`src/rtl/deserializer_if.sv`:
```
// rtl/deserializer_if.sv - serial bit input and assembled-word handshake bundle for the deserializer
interface deserializer_if #(
    parameter int WIDTH = 8
);
    localparam int CW = $clog2(WIDTH) + 1;

    logic            data_in;
    logic            write_in;
    logic            ack_in;
    logic [WIDTH-1:0] data_out;
    logic            data_ready;
    logic            status_out;
    logic [CW-1:0]   bit_count_out;

    // Sender and queue side: drives serial bits and the ack back.
    modport master (
        output data_in,
        output write_in,
        output ack_in,
        input  data_out,
        input  data_ready,
        input  status_out,
        input  bit_count_out
    );

    modport slave (
        input  data_in,
        input  write_in,
        input  ack_in,
        output data_out,
        output data_ready,
        output status_out,
        output bit_count_out
    );
endinterface

```
`src/rtl/deserializer.sv`:
```
// rtl/deserializer.sv - MSB-first serial-to-parallel word assembler with ready/ack word handoff
module deserializer #(
    parameter int WIDTH = 8
) (
    input  logic           clock,
    input  logic           reset,
    deserializer_if.slave  bus
);
    localparam int CW = $clog2(WIDTH) + 1;

    // One-hot pair so that a corrupted register has a detectable illegal value.
    typedef enum logic [1:0] {
        RECEIVING = 2'b01,
        WAIT_ACK  = 2'b10
    } state_t;

    state_t           state_q, state_d;
    // Holds only the first WIDTH-1 bits; the last bit goes straight into data_out.
    logic [WIDTH-2:0] shift_q, shift_d;
    logic [CW-1:0]    count_q, count_d;
    logic [WIDTH-1:0] data_q, data_d;

    always_ff @(posedge clock or negedge reset) begin
        if (!reset) begin
            state_q <= RECEIVING;
            shift_q <= '0;
            count_q <= '0;
            data_q  <= '0;
        end else begin
            state_q <= state_d;
            shift_q <= shift_d;
            count_q <= count_d;
            data_q  <= data_d;
        end
    end

    always_comb begin
        state_d = state_q;
        shift_d = shift_q;
        count_d = count_q;
        data_d  = data_q;
        case (state_q)
            RECEIVING: begin
                if (bus.write_in) begin
                    if (count_q == CW'(WIDTH - 1)) begin
                        data_d  = {shift_q, bus.data_in};
                        shift_d = '0;
                        count_d = '0;
                        state_d = WAIT_ACK;
                    end else begin
                        shift_d = {shift_q[WIDTH-3:0], bus.data_in};
                        count_d = count_q + 1'b1;
                    end
                end
            end
            WAIT_ACK: begin
                // Serial bits offered here are dropped, including on the ack edge.
                count_d = '0;
                if (bus.ack_in) begin
                    state_d = RECEIVING;
                end
            end
            default: begin
                state_d = RECEIVING;
                shift_d = '0;
                count_d = '0;
            end
        endcase
    end

    assign bus.data_out      = data_q;
    assign bus.data_ready    = (state_q == WAIT_ACK);
    assign bus.status_out    = (state_q == RECEIVING);
    assign bus.bit_count_out = count_q;
endmodule

```
`src/flat_wrapper.sv`:
```
// flat-port wrapper written by rule: the top's interface ports become plain ports
module deserializer_flat 
#(
    parameter int WIDTH = 8
)
  (clock, reset, bus_data_in, bus_write_in, bus_ack_in, bus_data_out, bus_data_ready, bus_status_out, bus_bit_count_out);
  deserializer_if #(.WIDTH(WIDTH)) bus_i ();
  input  logic clock;
  input  logic reset;
  input wire logic [$bits(bus_i.data_in)-1:0] bus_data_in;
  input wire logic [$bits(bus_i.write_in)-1:0] bus_write_in;
  input wire logic [$bits(bus_i.ack_in)-1:0] bus_ack_in;
  output wire logic [$bits(bus_i.data_out)-1:0] bus_data_out;
  output wire logic [$bits(bus_i.data_ready)-1:0] bus_data_ready;
  output wire logic [$bits(bus_i.status_out)-1:0] bus_status_out;
  output wire logic [$bits(bus_i.bit_count_out)-1:0] bus_bit_count_out;
  assign bus_i.data_in = bus_data_in;
  assign bus_i.write_in = bus_write_in;
  assign bus_i.ack_in = bus_ack_in;
  assign bus_data_out = bus_i.data_out;
  assign bus_data_ready = bus_i.data_ready;
  assign bus_status_out = bus_i.status_out;
  assign bus_bit_count_out = bus_i.bit_count_out;
  deserializer #(.WIDTH(WIDTH)) u_core (.clock(clock), .reset(reset), .bus(bus_i));
endmodule
```
`config.mk`:
```
export PLATFORM = sky130hd
export DESIGN_NAME = deserializer_flat
export DESIGN_NICKNAME = d
export VERILOG_FILES = /design/src/rtl/deserializer_if.sv /design/src/rtl/deserializer.sv /design/src/flat_wrapper.sv
export SDC_FILE = /design/constraint.sdc
export NUM_CORES = 1
export LEC_CHECK = 0
export CAP_MARGIN = 0
export CORE_MARGIN = 2
export CORE_UTILIZATION = 43
export CTS_CLUSTER_SIZE = 25
export DETAILED_ROUTE_END_ITERATION = 8
export HOLD_SLACK_MARGIN = 0.1
export PLACE_DENSITY = 0.72
export REMOVE_ABC_BUFFERS = 1
export SLEW_MARGIN = 10
export SYNTH_ARGS = -nofsm -noshare
export SYNTH_HDL_FRONTEND = slang
export SYNTH_SLANG_ARGS = --single-unit
export TNS_END_PERCENT = 10
```
`constraint.sdc`:
```
create_clock -name clock -period 1.45 [get_ports clock]
set_input_delay 0.29 -clock clock [delete_from_list [all_inputs] [get_ports clock]]
set_output_delay 0.29 -clock clock [all_outputs]
set_load 0.01 [all_outputs]
```
Word level (Yosys, flattened, before mapping)
Index checks and enable logic that the tools add are counted.
- register bits after elaboration: 21
- bits of input ports: 5
- output and inout bits: 14
- add/sub/neg operators: 1
- eq/ne operators: 6
- muxes and demuxes: 10
- bitwise operators: 1
- reductions and logical operators: 3
- operators by type and width (kind ; count):
    $mux W7 ; 2
    $pmux W7 S2 ; 1
    $mux W4 ; 3
    $mux W2 ; 3
    $reduce_and A3 Y1 ; 2
    $add A4 B1 Y4 const B ; 1
    $eq A4 B3 Y1 const B ; 1
    $ne A2 B2 Y1 const B ; 2
    $pmux W2 S2 ; 1
    $eq A2 B1 Y1 const B ; 1
    $eq A2 B2 Y1 const B ; 1
    $ne A2 B1 Y1 const B ; 1
    $reduce_and A2 Y1 ; 1
    $not A1 Y1 ; 1

Logic depth before layout (Yosys ltp)
- word-level depth: 4
- depth in mapped cells: 6

Worst setup path before layout
OpenSTA, ideal clock, no wires.
- path kind: flip-flop to flip-flop
- from: register u_core.count_q[0], in the netlist u_core.bus.bit_count_out[0]
- to: register u_core.data_q[0], in the netlist u_core.bus.data_out[0]
- library setup time: 0.125 ns
- arrival: 1.407 ns
- data required time: 1.325 ns
- slack: -0.082 ns
- stages on the path, launching flop included: 5
- clock period less this slack: 1.532 ns
- path through: dfrtp_1 > ha_1 > nand3b_1 > nor3_4 > mux2_2
- word-level cells in the longest chain between the ends: 2
- RTL lines (element ; line ; text):
    start: declaration ; deserializer.sv:20 ; logic [CW-1:0] count_q, count_d;
    start signal: assignment ; deserializer.sv:32 ; count_q <= count_d;
    $eq A4 B3 Y1 ; deserializer.sv:45 ; if (count_q == CW'(WIDTH - 1)) begin
    $reduce_and A3 Y1 (no source line) ; -- ;
    end signal: assignment ; deserializer.sv:33 ; data_q <= data_d;
    end: declaration ; deserializer.sv:21 ; logic [WIDTH-1:0] data_q, data_d;
No other way between the ends.
A chain may end at the register's enable or synchronous reset.

Worst setup path after layout
- from: register u_core.count_q[0], in the netlist u_core.bus.bit_count_out[0]
- to: register u_core.data_q[1], in the netlist u_core.bus.data_out[1]
Same word-level chain as after synthesis.

==> metrics.txt <==
final instance area 1175 µm²; Crit path largest cell delay 380 ps; antenna viol nets, final 0; synthesized cell area 860.8 µm²; grt ovf 0; largest net degree at the start of global routing 13; Psw roughly 650 µW; leakage between 0.0005 and 0.0006 µW; CP arrival 1700 ps; DR pass1 iterations 4; Avg WL per Cell 11.74 µm; clk slew on worst S/H paths between 100 and 150 ps; fin util roughly 60%; layout cells sized above 1 37.63%; initial antenna violation count 0; All-Layer GR Usage 14.15%; Comb pwr share between 30% and 40%; multiplexer share of the synthesized area 12.94%; chip width between 40 and 50 µm; Avg Vias per Cell 4.867; sequential-to-total area share from yosys stat around three fifths; slowest stage cell on the critical path dfrtp_1; DRC marker count from the first detailed-route iteration 4; largest family of logic cells by synthesized area multiplexers; slew margin rel. 80.20%; critical path class reg -> reg; I/O pin count 19; final hold vios 0; placed inst area 1126 µm²; Synth cell types 23; Detailed Place HPWL 1.093 mm; Power, Total 2029 µW; pwr dens 1727 nW/µm²; die height 48.74 µm; sequential power share 46.7%; simple-gate share of the synthesized area 11.34%; Hold Crit Class in -> async; Max-Cap Viols 0; part of the power in the clock network 13.7%; Max Fclk 0.6645 GHz; count of final setup violators 8; delay-heaviest family, CP flip-flops; DRT Wirelength 1.409 mm; core area 1922 µm²; top fanout value on the critical path 10; cell taking the most area after synthesis dfrtp_1; WP buf/inv 2; DP Worst Slack -226.9 ps; post-synthesis xor/xnor area fraction 1.017%; cell count after synthesis 63; Sink Count 21; TritonCTS clock tree done; final worst slack -54.96 ps; Yosys reg bits 21; Nets 100; CTS Buf Count 3; leading post-synthesis cells by cell area dfrtp_1, mux2_2, a22o_1, dfstp_2, nor2_1; number of global-route vias before repair 580; global-route wire length before repair 2.635 mm; Tmin final between 1500 and 2000 ps; post-synthesis compound-gate area fraction 8.285%; cell row count 16; Ys Warns 0; H-tree levels 1; worst skew pair latency 300 ps; n_diodes 0; failing checks negative setup slack; RSZ-0062 raised after global routing yes; Peak supply drop 0.9606 mV; post-route clock period utilization 103.8%; root buffer cell clkbuf_4; syn avg cell area 13.66 µm²; CP Capture Type flip-flop; slew of the pin with the lowest slew margin 296.0 ps; top-area cell type share of the netlist area between 50% and 60%; via count 584; crit path cell chain buf_6 > ha_4 > nand3b_1 > nor3_4 > buf_12 > mux2_2; port buffer count 18; DRC 0; Final Slew Violations 0; Net Sw Frac 32.03%; CP required between 1500 and 2000 ps; die area 2376 µm²; Int Pwr 1379 µW; Setup crit start kind flip-flop; Syn-to-layout area delta 36.48%; status complete, but fails checks; RD Place Congestion ~0.73; Synth Area in Adders 1.453%; Fin Clk Skew about 4.1 ps; Starting Density 44.79%; CTS max path bufs 2
==> cell usage in the layout (no fill, tap or decap), drive strengths merged <==
master | synthesis | final
buf | 2 | 13
nand2b | 1 | 1
o21ai | 1 | 1
clkbuf | 1 | 4
nand3b | 1 | 1
xor2 | 1 | 1
inv | 3 | 3
clkdlybuf4s15 | 0 | 1
mux2 | 9 | 9
a21oi | 1 | 1
or2 | 1 | 1
dfrtp | 20 | 20
nand2 | 2 | 2
clkdlybuf4s50 | 0 | 4
mux2i | 1 | 1
nor2 | 5 | 5
and3 | 1 | 1
nor3 | 1 | 1
a22o | 7 | 7
dlygate4sd2 | 0 | 10
or3 | 1 | 1
clkinv | 0 | 1
ha | 1 | 1
nand4 | 1 | 1
or2b | 1 | 1
dfstp | 1 | 1
==> flip-flops by register name (all words and copies together) (netlist names) <==
register	count
u_core.shift_q	7
u_core.state_q	2
u_core.bus.data_out	8
u_core.bus.bit_count_out	4
==> metrics by stage <==
step / hold WS [ps] / setup TNS (ps) / cells
after CTS: 223.2 / -488.0 / 119
final: 220.3 / -389.2 / 120
after global routing: 223.1 / -1215 / 120
after floorplan: -5.591 / -652.6 / 60
after detailed placement: 495.6 / -2814 / 113
after global placement: 487.6 / -2674 / 113
==> synthesized netlist by cell type <==
cell / n
dfrtp_1: 20
mux2_2: 9
a22o_1: 7
nor2_1: 5
inv_1: 3
nand2_1: 2
a21oi_1: 1
and3_2: 1
buf_2: 1
buf_6: 1
clkbuf_2: 1
dfstp_2: 1
ha_1: 1
mux2i_1: 1
nand2b_4: 1
nand3b_1: 1
nand4_1: 1
nor3_4: 1
o21ai_1: 1
or2_2: 1
or2b_1: 1
or3_1: 1
xor2_1: 1
==> cell type report <==
class / count / area [µm²]
clock buffer: 3 / 22.52
fill: 178 / 747.0
tap: 27 / 33.78
inverter: 3 / 11.26
multi-input combinational: 36 / 317.8
timing repair buffer: 29 / 257.7
sequential: 21 / 526.8
clock inverter: 1 / 5.005
==> logic make-up after synthesis <==
kind of cell,after synthesis
multiplexers,10
AO/OA/AOI/OAI,9
XOR/XNOR,1
adder cells (fa/ha/maj),1
buffers and inverters,6
flip-flops,21
AND/OR/NAND/NOR,15
==> path summary, 6_finish.rpt <==
check	from	end	slack (ps)	cells after the start
max	u_core.bus.bit_count_out[0]$_DFFE_PN0P_	u_core.bus.data_out[1]$_DFFE_PN0P_	-50	6
min	reset	u_core.bus.data_out[7]$_DFFE_PN0P_	220	1
max reg2reg	u_core.bus.bit_count_out[0]$_DFFE_PN0P_	u_core.bus.data_out[1]$_DFFE_PN0P_	-50	6
min reg2reg	u_core.shift_q[6]$_DFFE_PN0P_	u_core.shift_q[6]$_DFFE_PN0P_	520	1
max in group asynchronous	reset	u_core.shift_q[0]$_DFFE_PN0P_	800	2
min in group clock	u_core.shift_q[6]$_DFFE_PN0P_	u_core.shift_q[6]$_DFFE_PN0P_	520	1
==> power groups by stage <==
stage	Combinational [µW]	Clock, µW	Sequential (µW)
floorplan	325	0	1010
global placement	822	0	954
detailed placement	831	0	962
CTS	773	286	949
global route	883	315	980
finish	803	278	948
==> repair_timing <==
| item | CTS | global route |
|---|---|---|
| setup endpoints to repair | 22 | 20 |
| cloned | 0 | 0 |
| hold buffers | 0 | 0 |
| buffers inserted | 2 | 1 |
| resized for setup | 23 | 6 |
==> routing by layer <==
metal,track usage [%],share of wire (%),up-vias,wire (µm)
li1,-,-,282,-
met1,21.49,47,287,664
met2,20.09,49,13,687
met3,2.469,2.8,2,40
met4,5.714,1.2,0,17
met5,0,0,-,0
Power figures use the tool's default switching activity.
